$ cat src/rtl/up_counter_ctrl_pkg.sv
// up_counter_ctrl_pkg: shared state encoding, LED bit map and BCD helper for the counter lab tops
package up_counter_ctrl_pkg;
    typedef enum logic [1:0] {IDLE = 2'd0, RUN = 2'd1, PAUSE = 2'd2, DONE = 2'd3} state_t;
    localparam int LED_RUN   = 15;
    localparam int LED_PAUSE = 14;
    localparam int LED_DONE  = 13;
    localparam int BCD_W     = 4;
    // Two-digit BCD increment; callers never step past a valid BCD target, so tens never leaves 0-9.
    function automatic logic [2*BCD_W-1:0] bcd_inc(input logic [2*BCD_W-1:0] v);
        logic [BCD_W-1:0] ones;
        logic [BCD_W-1:0] tens;
        ones = v[BCD_W-1:0];
        tens = v[2*BCD_W-1:BCD_W];
        return (ones == 4'd9) ? {tens + 4'd1, 4'd0} : {tens, ones + 4'd1};
    endfunction
endpackage

$ cat src/rtl/up_counter_ctrl_btn_conditioner.sv
// btn_conditioner: raw button -> 2-FF sync -> debounce -> one-cycle pulse on debounced rising edge
//   clk     : system clock
//   rst_n   : asynchronous active-low reset
//   btn_i   : raw asynchronous button level
//   pulse_o : one-cycle pulse, DEB_CYCLES+3 edges after btn_i is first sampled high
module btn_conditioner #(
    parameter int DEB_CYCLES = 2
) (
    input  logic clk,
    input  logic rst_n,
    input  logic btn_i,
    output logic pulse_o
);
    localparam int CW = $clog2(DEB_CYCLES + 1);
    logic [1:0]    sync_q;
    logic [CW-1:0] cnt_q;
    logic          deb_q;
    logic          deb_prev_q;
    logic          pulse_q;
    always_ff @(posedge clk or negedge rst_n) begin
        if (!rst_n) begin
            sync_q     <= '0;
            cnt_q      <= '0;
            deb_q      <= 1'b0;
            deb_prev_q <= 1'b0;
            pulse_q    <= 1'b0;
        end else begin
            sync_q <= {sync_q[0], btn_i};
            // Any cycle where the synced level agrees with the accepted level restarts the stability count.
            if (sync_q[1] == deb_q) begin
                cnt_q <= '0;
            end else if (cnt_q == CW'(DEB_CYCLES - 1)) begin
                deb_q <= sync_q[1];
                cnt_q <= '0;
            end else begin
                cnt_q <= cnt_q + 1'b1;
            end
            deb_prev_q <= deb_q;
            pulse_q    <= deb_q & ~deb_prev_q;
        end
    end
    assign pulse_o = pulse_q;
endmodule

$ cat src/rtl/up_counter_ctrl.sv
// up_counter_ctrl: two-button BCD up-counter (start/pause, reset) counting 00..TARGET, shown on 16 LEDs
//   clk   : system clock
//   rst_n : asynchronous active-low reset
//   btn   : raw buttons, [0] start/pause toggle, [1] counter reset
//   led   : [7:0] BCD count, [15] RUN, [14] PAUSE, [13] DONE, [12:8] zero; all zero in IDLE
module up_counter_ctrl
    import up_counter_ctrl_pkg::*;
#(
    parameter int         TICK_DIV   = 4,
    parameter int         DEB_CYCLES = 2,
    parameter logic [7:0] TARGET     = 8'h59
) (
    input  logic        clk,
    input  logic        rst_n,
    input  logic [1:0]  btn,
    output logic [15:0] led
);
    localparam int TW = $clog2(TICK_DIV + 1);
    logic          start_p;
    logic          rst_p;
    state_t        state_q, state_d;
    logic [7:0]    count_q, count_d;
    logic [TW-1:0] tick_q, tick_d;
    logic [15:0]   led_q, led_d;
    logic [7:0]    inc;
    btn_conditioner #(.DEB_CYCLES(DEB_CYCLES)) u_start (
        .clk(clk), .rst_n(rst_n), .btn_i(btn[0]), .pulse_o(start_p)
    );
    btn_conditioner #(.DEB_CYCLES(DEB_CYCLES)) u_reset (
        .clk(clk), .rst_n(rst_n), .btn_i(btn[1]), .pulse_o(rst_p)
    );
    always_comb begin
        state_d = state_q;
        count_d = count_q;
        tick_d  = tick_q;
        inc     = bcd_inc(count_q);
        if (rst_p) begin
            state_d = IDLE;
            count_d = '0;
            tick_d  = '0;
        end else begin
            case (state_q)
                IDLE: begin
                    if (start_p) begin
                        state_d = RUN;
                        tick_d  = '0;
                    end
                end
                RUN: begin
                    if (start_p) begin
                        state_d = PAUSE;
                    end else if (tick_q == TW'(TICK_DIV - 1)) begin
                        tick_d  = '0;
                        count_d = inc;
                        state_d = (inc == TARGET) ? DONE : RUN;
                    end else begin
                        tick_d = tick_q + 1'b1;
                    end
                end
                // Resuming keeps the frozen tick so the interrupted step completes on time.
                PAUSE: state_d = start_p ? RUN : PAUSE;
                default: state_d = state_q;
            endcase
        end
        // LEDs reflect the next state so they change on the same edge as state/count.
        led_d = '0;
        if (state_d != IDLE) begin
            led_d[7:0]       = count_d;
            led_d[LED_RUN]   = (state_d == RUN);
            led_d[LED_PAUSE] = (state_d == PAUSE);
            led_d[LED_DONE]  = (state_d == DONE);
        end
    end
    always_ff @(posedge clk or negedge rst_n) begin
        if (!rst_n) begin
            state_q <= IDLE;
            count_q <= '0;
            tick_q  <= '0;
            led_q   <= '0;
        end else begin
            state_q <= state_d;
            count_q <= count_d;
            tick_q  <= tick_d;
            led_q   <= led_d;
        end
    end
    assign led = led_q;
endmodule

$ cat config.mk
export PLATFORM = sky130hd
export DESIGN_NAME = up_counter_ctrl
export DESIGN_NICKNAME = d
export VERILOG_FILES = /design/src/rtl/up_counter_ctrl_pkg.sv /design/src/rtl/up_counter_ctrl_btn_conditioner.sv /design/src/rtl/up_counter_ctrl.sv
export SDC_FILE = /design/constraint.sdc
export NUM_CORES = 1
export LEC_CHECK = 0
export CAP_MARGIN = 40
export CORE_ASPECT_RATIO = 0.7
export CORE_UTILIZATION = 35
export DETAILED_ROUTE_END_ITERATION = 16
export PLACE_DENSITY = 0.63
export SLEW_MARGIN = 20
export SYNTH_ARGS = -nofsm -noshare
export SYNTH_HDL_FRONTEND = slang
export SYNTH_SLANG_ARGS = --single-unit
$ cat constraint.sdc
create_clock -name clk -period 2.9 [get_ports clk]
set_clock_uncertainty 0.2 [all_clocks]
set_input_delay 0.58 -clock clk [delete_from_list [all_inputs] [get_ports clk]]
set_output_delay 0.58 -clock clk [all_outputs]
set_load 0.1 [all_outputs]
==> results.cfg, run 1 <==
[run_status]
run_status = complete, no violations

[critical_path]
crit_arrival_ps = 2210
crit_buf_inv = 0
r2r_slack_ps = 700
cp_top_family = simple AND/OR/NAND/NOR gates
reg2reg_depth = 5
crit_slowest_cell = nor2b_1
timing.rr.end = led[13]
cp_cell_sequence = ha_1, nor2b_1, nand4_1, or3_1, a21oi_1
reg2reg_from = tick_q[0]
max_stage_delay_ps = 580
criticalPathCategory = register to register
worstPathMaxFanout = 11
critPathLaunchType = register
cp_data_required_time_ps = 2910
crit_path_end_kind = register

[sta]
setup_viol_count_final = 0
tns_ps = 0
timing.hold.ws_ps = 36.6
grt_setup_unrepaired = false
slew_headroom_pct = 52.7
finalHoldViolCount = 0
fmax_mhz = 454
slew_violations = 0
worst_pin_slew_ps = 707
period_minus_slack_ps = 2200
min_period_over_period_pct = 76.0

[synthesis]
synth_cell_types = 37
synth_top_cell_area_share_pct = 60.1
synth_top_area_cell = dfrtp_1
syn_inst = 139
async_flop_share_pct = 100
synth-seq-area-share_pct = 60.1
yosysWarnings = 0
ys_ff_latch = 38
synth-edff-count = 0
synth.area.top_cells = dfrtp_1, nor2_1, nor2b_1, buf_4, xor2_1
syn-mean-instance-area_um2 = 11.4
synth-main-ff-cell = dfrtp_1
syn_area_um2 = 1580

[die]
die_area_um2 = 4800
io_pins = 20
die_h_um = 58.3
start_util_pct = 36.6
rows = 20
core_um2 = 4330
die_x_um = 82.4

[final_layout]
layout_commonest_cell = dfrtp_1
drive_gt1_share_pct = 16.8
final_cell_mix = dfrtp_1, nor2_1, buf_4, nor2b_1, clkbuf_8
fin_nets = 161
antennaDiodeCount = 0
syn2layout_area_growth_pct = 17.3

[global_route]
antenna_found_initial = 0
grt_pass1_wl_um = 4640
grt_overflow = 0
use_met3_pct = 4.41
grt_use_total_pct = 13.5
grt_max_degree = 39
grt_use_met1_pct = 18.3
grt-busiest-layer = met2
first_global_vias = 1025
grt_use_met2_pct = 18.4

[cts]
post-cts-setup-buffers = 0
cts_resized = 0
postCtsHoldBufs = 0
htreeDepth = 2
clkTransAtPathRegs_ps = 70
cts_buffers = 5
clockBufferDepth = 2
clk_latency_ps = 280
cts_sinks = 38
root_buffer = clkbuf_8
cts_tree = done

[placement]
globalplace.congestion = 0.738
place_hpwl_um = 1870
port_buffers = 14

[job]
max_cap_violations = 0

[power]
ir_drop_v = 0.000614
p_per_area_nw_per_um2 = 900
power_leakage_nw = 0.892

[drt]
drt_iter0_markers = 71
via_count = 1020
drc = 0
viasPerCell = 4.86
drt_pass1_iterations = 4
drt-total-wl_um = 2690
antenna_left = 0
wl_per_cell_um = 12.8

[min_path]
hold_class = input port to async pin
==> stage by stage <==
stage | setup WS [ps] | utilization (%) | std cells | cell area [um^2] | total power [mW]
after global routing | 506 | 42.9 | 210 | 1860 | 1.77
after global placement | 873 | 39.7 | 202 | 1720 | 1.21
after CTS | 720 | 42.3 | 209 | 1830 | 1.68
after detailed placement | 733 | 39.7 | 202 | 1720 | 1.23
final | 695 | 42.9 | 210 | 1860 | 1.67
after floorplan | 1170 | - | 143 | 1600 | 1.12
==> report_power, final <==
part           switching (mW)  internal (mW)  leakage [nW]
Sequential              0.125          0.625         0.502
Clock                   0.172          0.275        0.0573
Combinational           0.318          0.157         0.333
Total                   0.615           1.06         0.892
==> cell type report <==
| type | count | area, um^2 |
|---|---|---|
| clock inverters | 1 | 30.0 |
| fillers | 402 | 2470 |
| inverters | 3 | 11.3 |
| flip-flops and latches | 38 | 951 |
| clock buffers | 6 | 82.6 |
| repair buffers | 15 | 135 |
| well taps | 55 | 68.8 |
| multi-input cells | 92 | 578 |
==> logic make-up (layout without fill, tap and decap cells) <==
group / after synthesis / in the layout / synth area share (%)
and+or+nand+nor: 59 / 59 / 20.4
muxes: 4 / 4 / 2.69
other: 1 / 5 / 0.237
DFF: 38 / 38 / 60.1
buffers and inverters: 13 / 25 / 4.35
adders and majority gates: 2 / 2 / 1.58
AOI/OAI and AO/OA: 15 / 15 / 6.80
xor gates and xnor gates: 7 / 7 / 3.87
==> how the worst max path moves through the flow <==
stage               from  slack [ps]    endpoint  depth (start not counted)
2_1_floorplan  tick_q[0]        1170  count_q[3]                          6
3_3_place_gp   tick_q[0]         870     led[13]                          5
3_5_place_dp   tick_q[0]         730     led[13]                          5
4_1_cts        tick_q[0]         720     led[13]                          5
5_1_grt        tick_q[0]         510     led[13]                          5
6_report       tick_q[0]         700     led[13]                          5
==> cells in the mapped netlist (3+ instances only) <==
cell	instances
dfrtp_1	38
nor2_1	24
nor2b_1	8
a21oi_1	5
buf_4	5
nand4_1	4
nor3_1	4
xor2_1	4
and2_1	3
clkbuf_1	3
inv_1	3
nand2_1	3
nand2b_1	3
o32ai_1	3
xnor2_1	3
==> routing by layer <==
| layer | share of wire [%] | routed length (um) |
|---|---|---|
| met5 | 0 | 0 |
| met4 | 2.3 | 63 |
| met3 | 3.9 | 105 |
| met2 | 40 | 1080 |
| met1 | 53 | 1440 |
==> sequential cells by signal, summed over array words and instances (netlist names) <==
register / flops
tick_q: 3
u_start.pulse_o: 1
u_start.deb_prev_q: 1
u_reset.pulse_o: 1
u_reset.deb_q: 1
count_q: 8
state_q: 2
u_start.sync_q: 2
u_reset.deb_prev_q: 1
u_reset.cnt_q: 2
u_start.cnt_q: 2
u_start.deb_q: 1
led: 11
u_reset.sync_q: 2
(Power assumes the default switching activity.)
==> run 2: changes to the inputs <==
--- a/config.mk
+++ b/config.mk
@@ -9,7 +9,7 @@
 export CORE_ASPECT_RATIO = 0.7
 export CORE_UTILIZATION = 35
 export DETAILED_ROUTE_END_ITERATION = 16
-export PLACE_DENSITY = 0.63
+export PLACE_DENSITY = 0.65
 export SLEW_MARGIN = 20
 export SYNTH_ARGS = -nofsm -noshare
 export SYNTH_HDL_FRONTEND = slang
==> constraint.sdc (replaced) <==
create_clock -name clk -period 1.77 [get_ports clk]
set_clock_uncertainty 0.2 [all_clocks]
set_input_delay 0.354 -clock clk [delete_from_list [all_inputs] [get_ports clk]]
set_output_delay 0.354 -clock clk [all_outputs]
set_load 0.1 [all_outputs]
==> results.cfg, run 2 (synthesis gave the netlist of run 1 again) <==
[final_layout]
antennaDiodeCount = 0
fin_area_um2 = 2090
layout_commonest_cell = dfrtp_1
fin_nets = 172
final_cell_mix = dfrtp_1, nor2_1, buf_12, buf_4, nor2b_1
syn2layout_area_growth_pct = 32.3
drive_gt1_share_pct = 24.0
largest_reg_flops = 11

[placement]
port_buffers = 14
globalplace.congestion = 0.771
place_hpwl_um = 1950
dp_slack_ps = 34.5
place_area_um2 = 1940

[global_route]
grt_overflow = 0
first_global_vias = 977
grt_use_total_pct = 13.3
grt_pass1_wl_um = 4460
antenna_found_initial = 0
grt_max_degree = 39

[sta]
period_minus_slack_ps = 1700
timing.hold.ws_ps = 152
finalHoldViolCount = 0
tns_ps = 0
setup_viol_count_final = 0
slew_violations = 0
min_period_over_period_pct = 96.3
grt_setup_unrepaired = true
setup_ws_ps = 65.9
fmax_mhz = 587

[drt]
antenna_left = 0
via_count = 1065
drt_pass1_iterations = 4
wl_per_cell_um = 12.6
drt_iter0_markers = 77
viasPerCell = 4.80
drc = 0
drt-total-wl_um = 2800

[critical_path]
reg2reg_from = tick_q[1]
critPathLaunchType = register
reg2reg_depth = 6
crit_arrival_ps = 1680
criticalPathCategory = register to register
cp_data_required_time_ps = 1750
timing.rr.end = state_q[1]
r2r_slack_ps = 70
worstPathMaxFanout = 6
crit_path_end_kind = register

[cts]
postCtsHoldBufs = 0
htreeDepth = 2
cts_buffers = 5
cts_sinks = 38
clk_latency_ps = 280
root_buffer = clkbuf_8
clkTransAtPathRegs_ps = 70
cts_tree = done
clockBufferDepth = 2

[run_status]
run_status = complete, no violations

[die]
die_area_um2 = 4800
die_h_um = 58.3
rows = 20
core_um2 = 4330
start_util_pct = 36.6
io_pins = 20
die_x_um = 82.4

[power]
ir_drop_v = 0.000835
p_per_area_nw_per_um2 = 1380
power_leakage_nw = 0.973

[job]
max_cap_violations = 0

[min_path]
hold_start = u_start.sync_q[0]
min_path_cells = 0
hold-path-endpoint = u_start.sync_q[1]
hold_class = register to register
run 2: cell types whose count changed in the layout (fill, tap and decap cells not counted), sizes merged:
cell | before | now
buf | 13 | 23
clkdlybuf4s50 | 2 | 3
clkbuf | 6 | 7
run 2: worst max-delay path by stage:
| stage | start | end | slack [ps] |
|---|---|---|---|
| after detailed placement | tick_q[1] | count_q[3] | 30 |
| after floorplan | tick_q[0] | count_q[3] | 40 |
| after global routing | tick_q[1] | led[13] | -8 |
| after global placement | tick_q[1] | count_q[3] | 100 |
| after CTS | tick_q[1] | led[13] | 20 |
| final | tick_q[1] | state_q[1] | 70 |
run 2: report_power, final:
group          internal [mW]  switching (mW)  total, mW
Clock                  0.421           0.280      0.701
Sequential              1.03           0.153       1.18
Combinational          0.400           0.604       1.00
Total                   1.85            1.04       2.88
run 2: layout make-up:
type                       count  area [um^2]
inverter                       3         11.3
clock inverter                 1         30.0
fill                         376         2230
multi-input combinational     92          603
tap                           55         68.8
clock buffer                   7         76.3
sequential                    38          951
timing repair buffer          26          354
run 2: worst max-delay path: stages, from the launching register on:
cell and delay [ps]:
dfrtp_1 380, ha_2 190, nor2b_4 140, buf_6 120, nand4_1 120, buf_4 160, o32ai_1 280
run 2: routing by layer:
layer  global-route usage, %  up-vias  part of all wire (%)
met2                    18.2       28                    45
li1                        -      513                     -
met1                    17.5      517                    47
met4                    9.77        0                   3.4
met5                       0        -                     0
met3                    4.57        7                   4.7
run 2: stage by stage:
step | std cells | util, % | power (mW)
after floorplan | 143 | - | 1.84
after global placement | 211 | 44.8 | 2.14
after detailed placement | 211 | 44.8 | 2.18
after CTS | 219 | 47.3 | 2.90
after global routing | 222 | 48.4 | 3.03
final | 222 | 48.4 | 2.88
run 2: repair_timing:
action | 4_1_cts | 5_1_grt
gates resized for setup | 0 | 8
endpoints found under the hold margin | 0 | 0
endpoints found under the setup margin | 0 | 7
setup buffers | 0 | 2
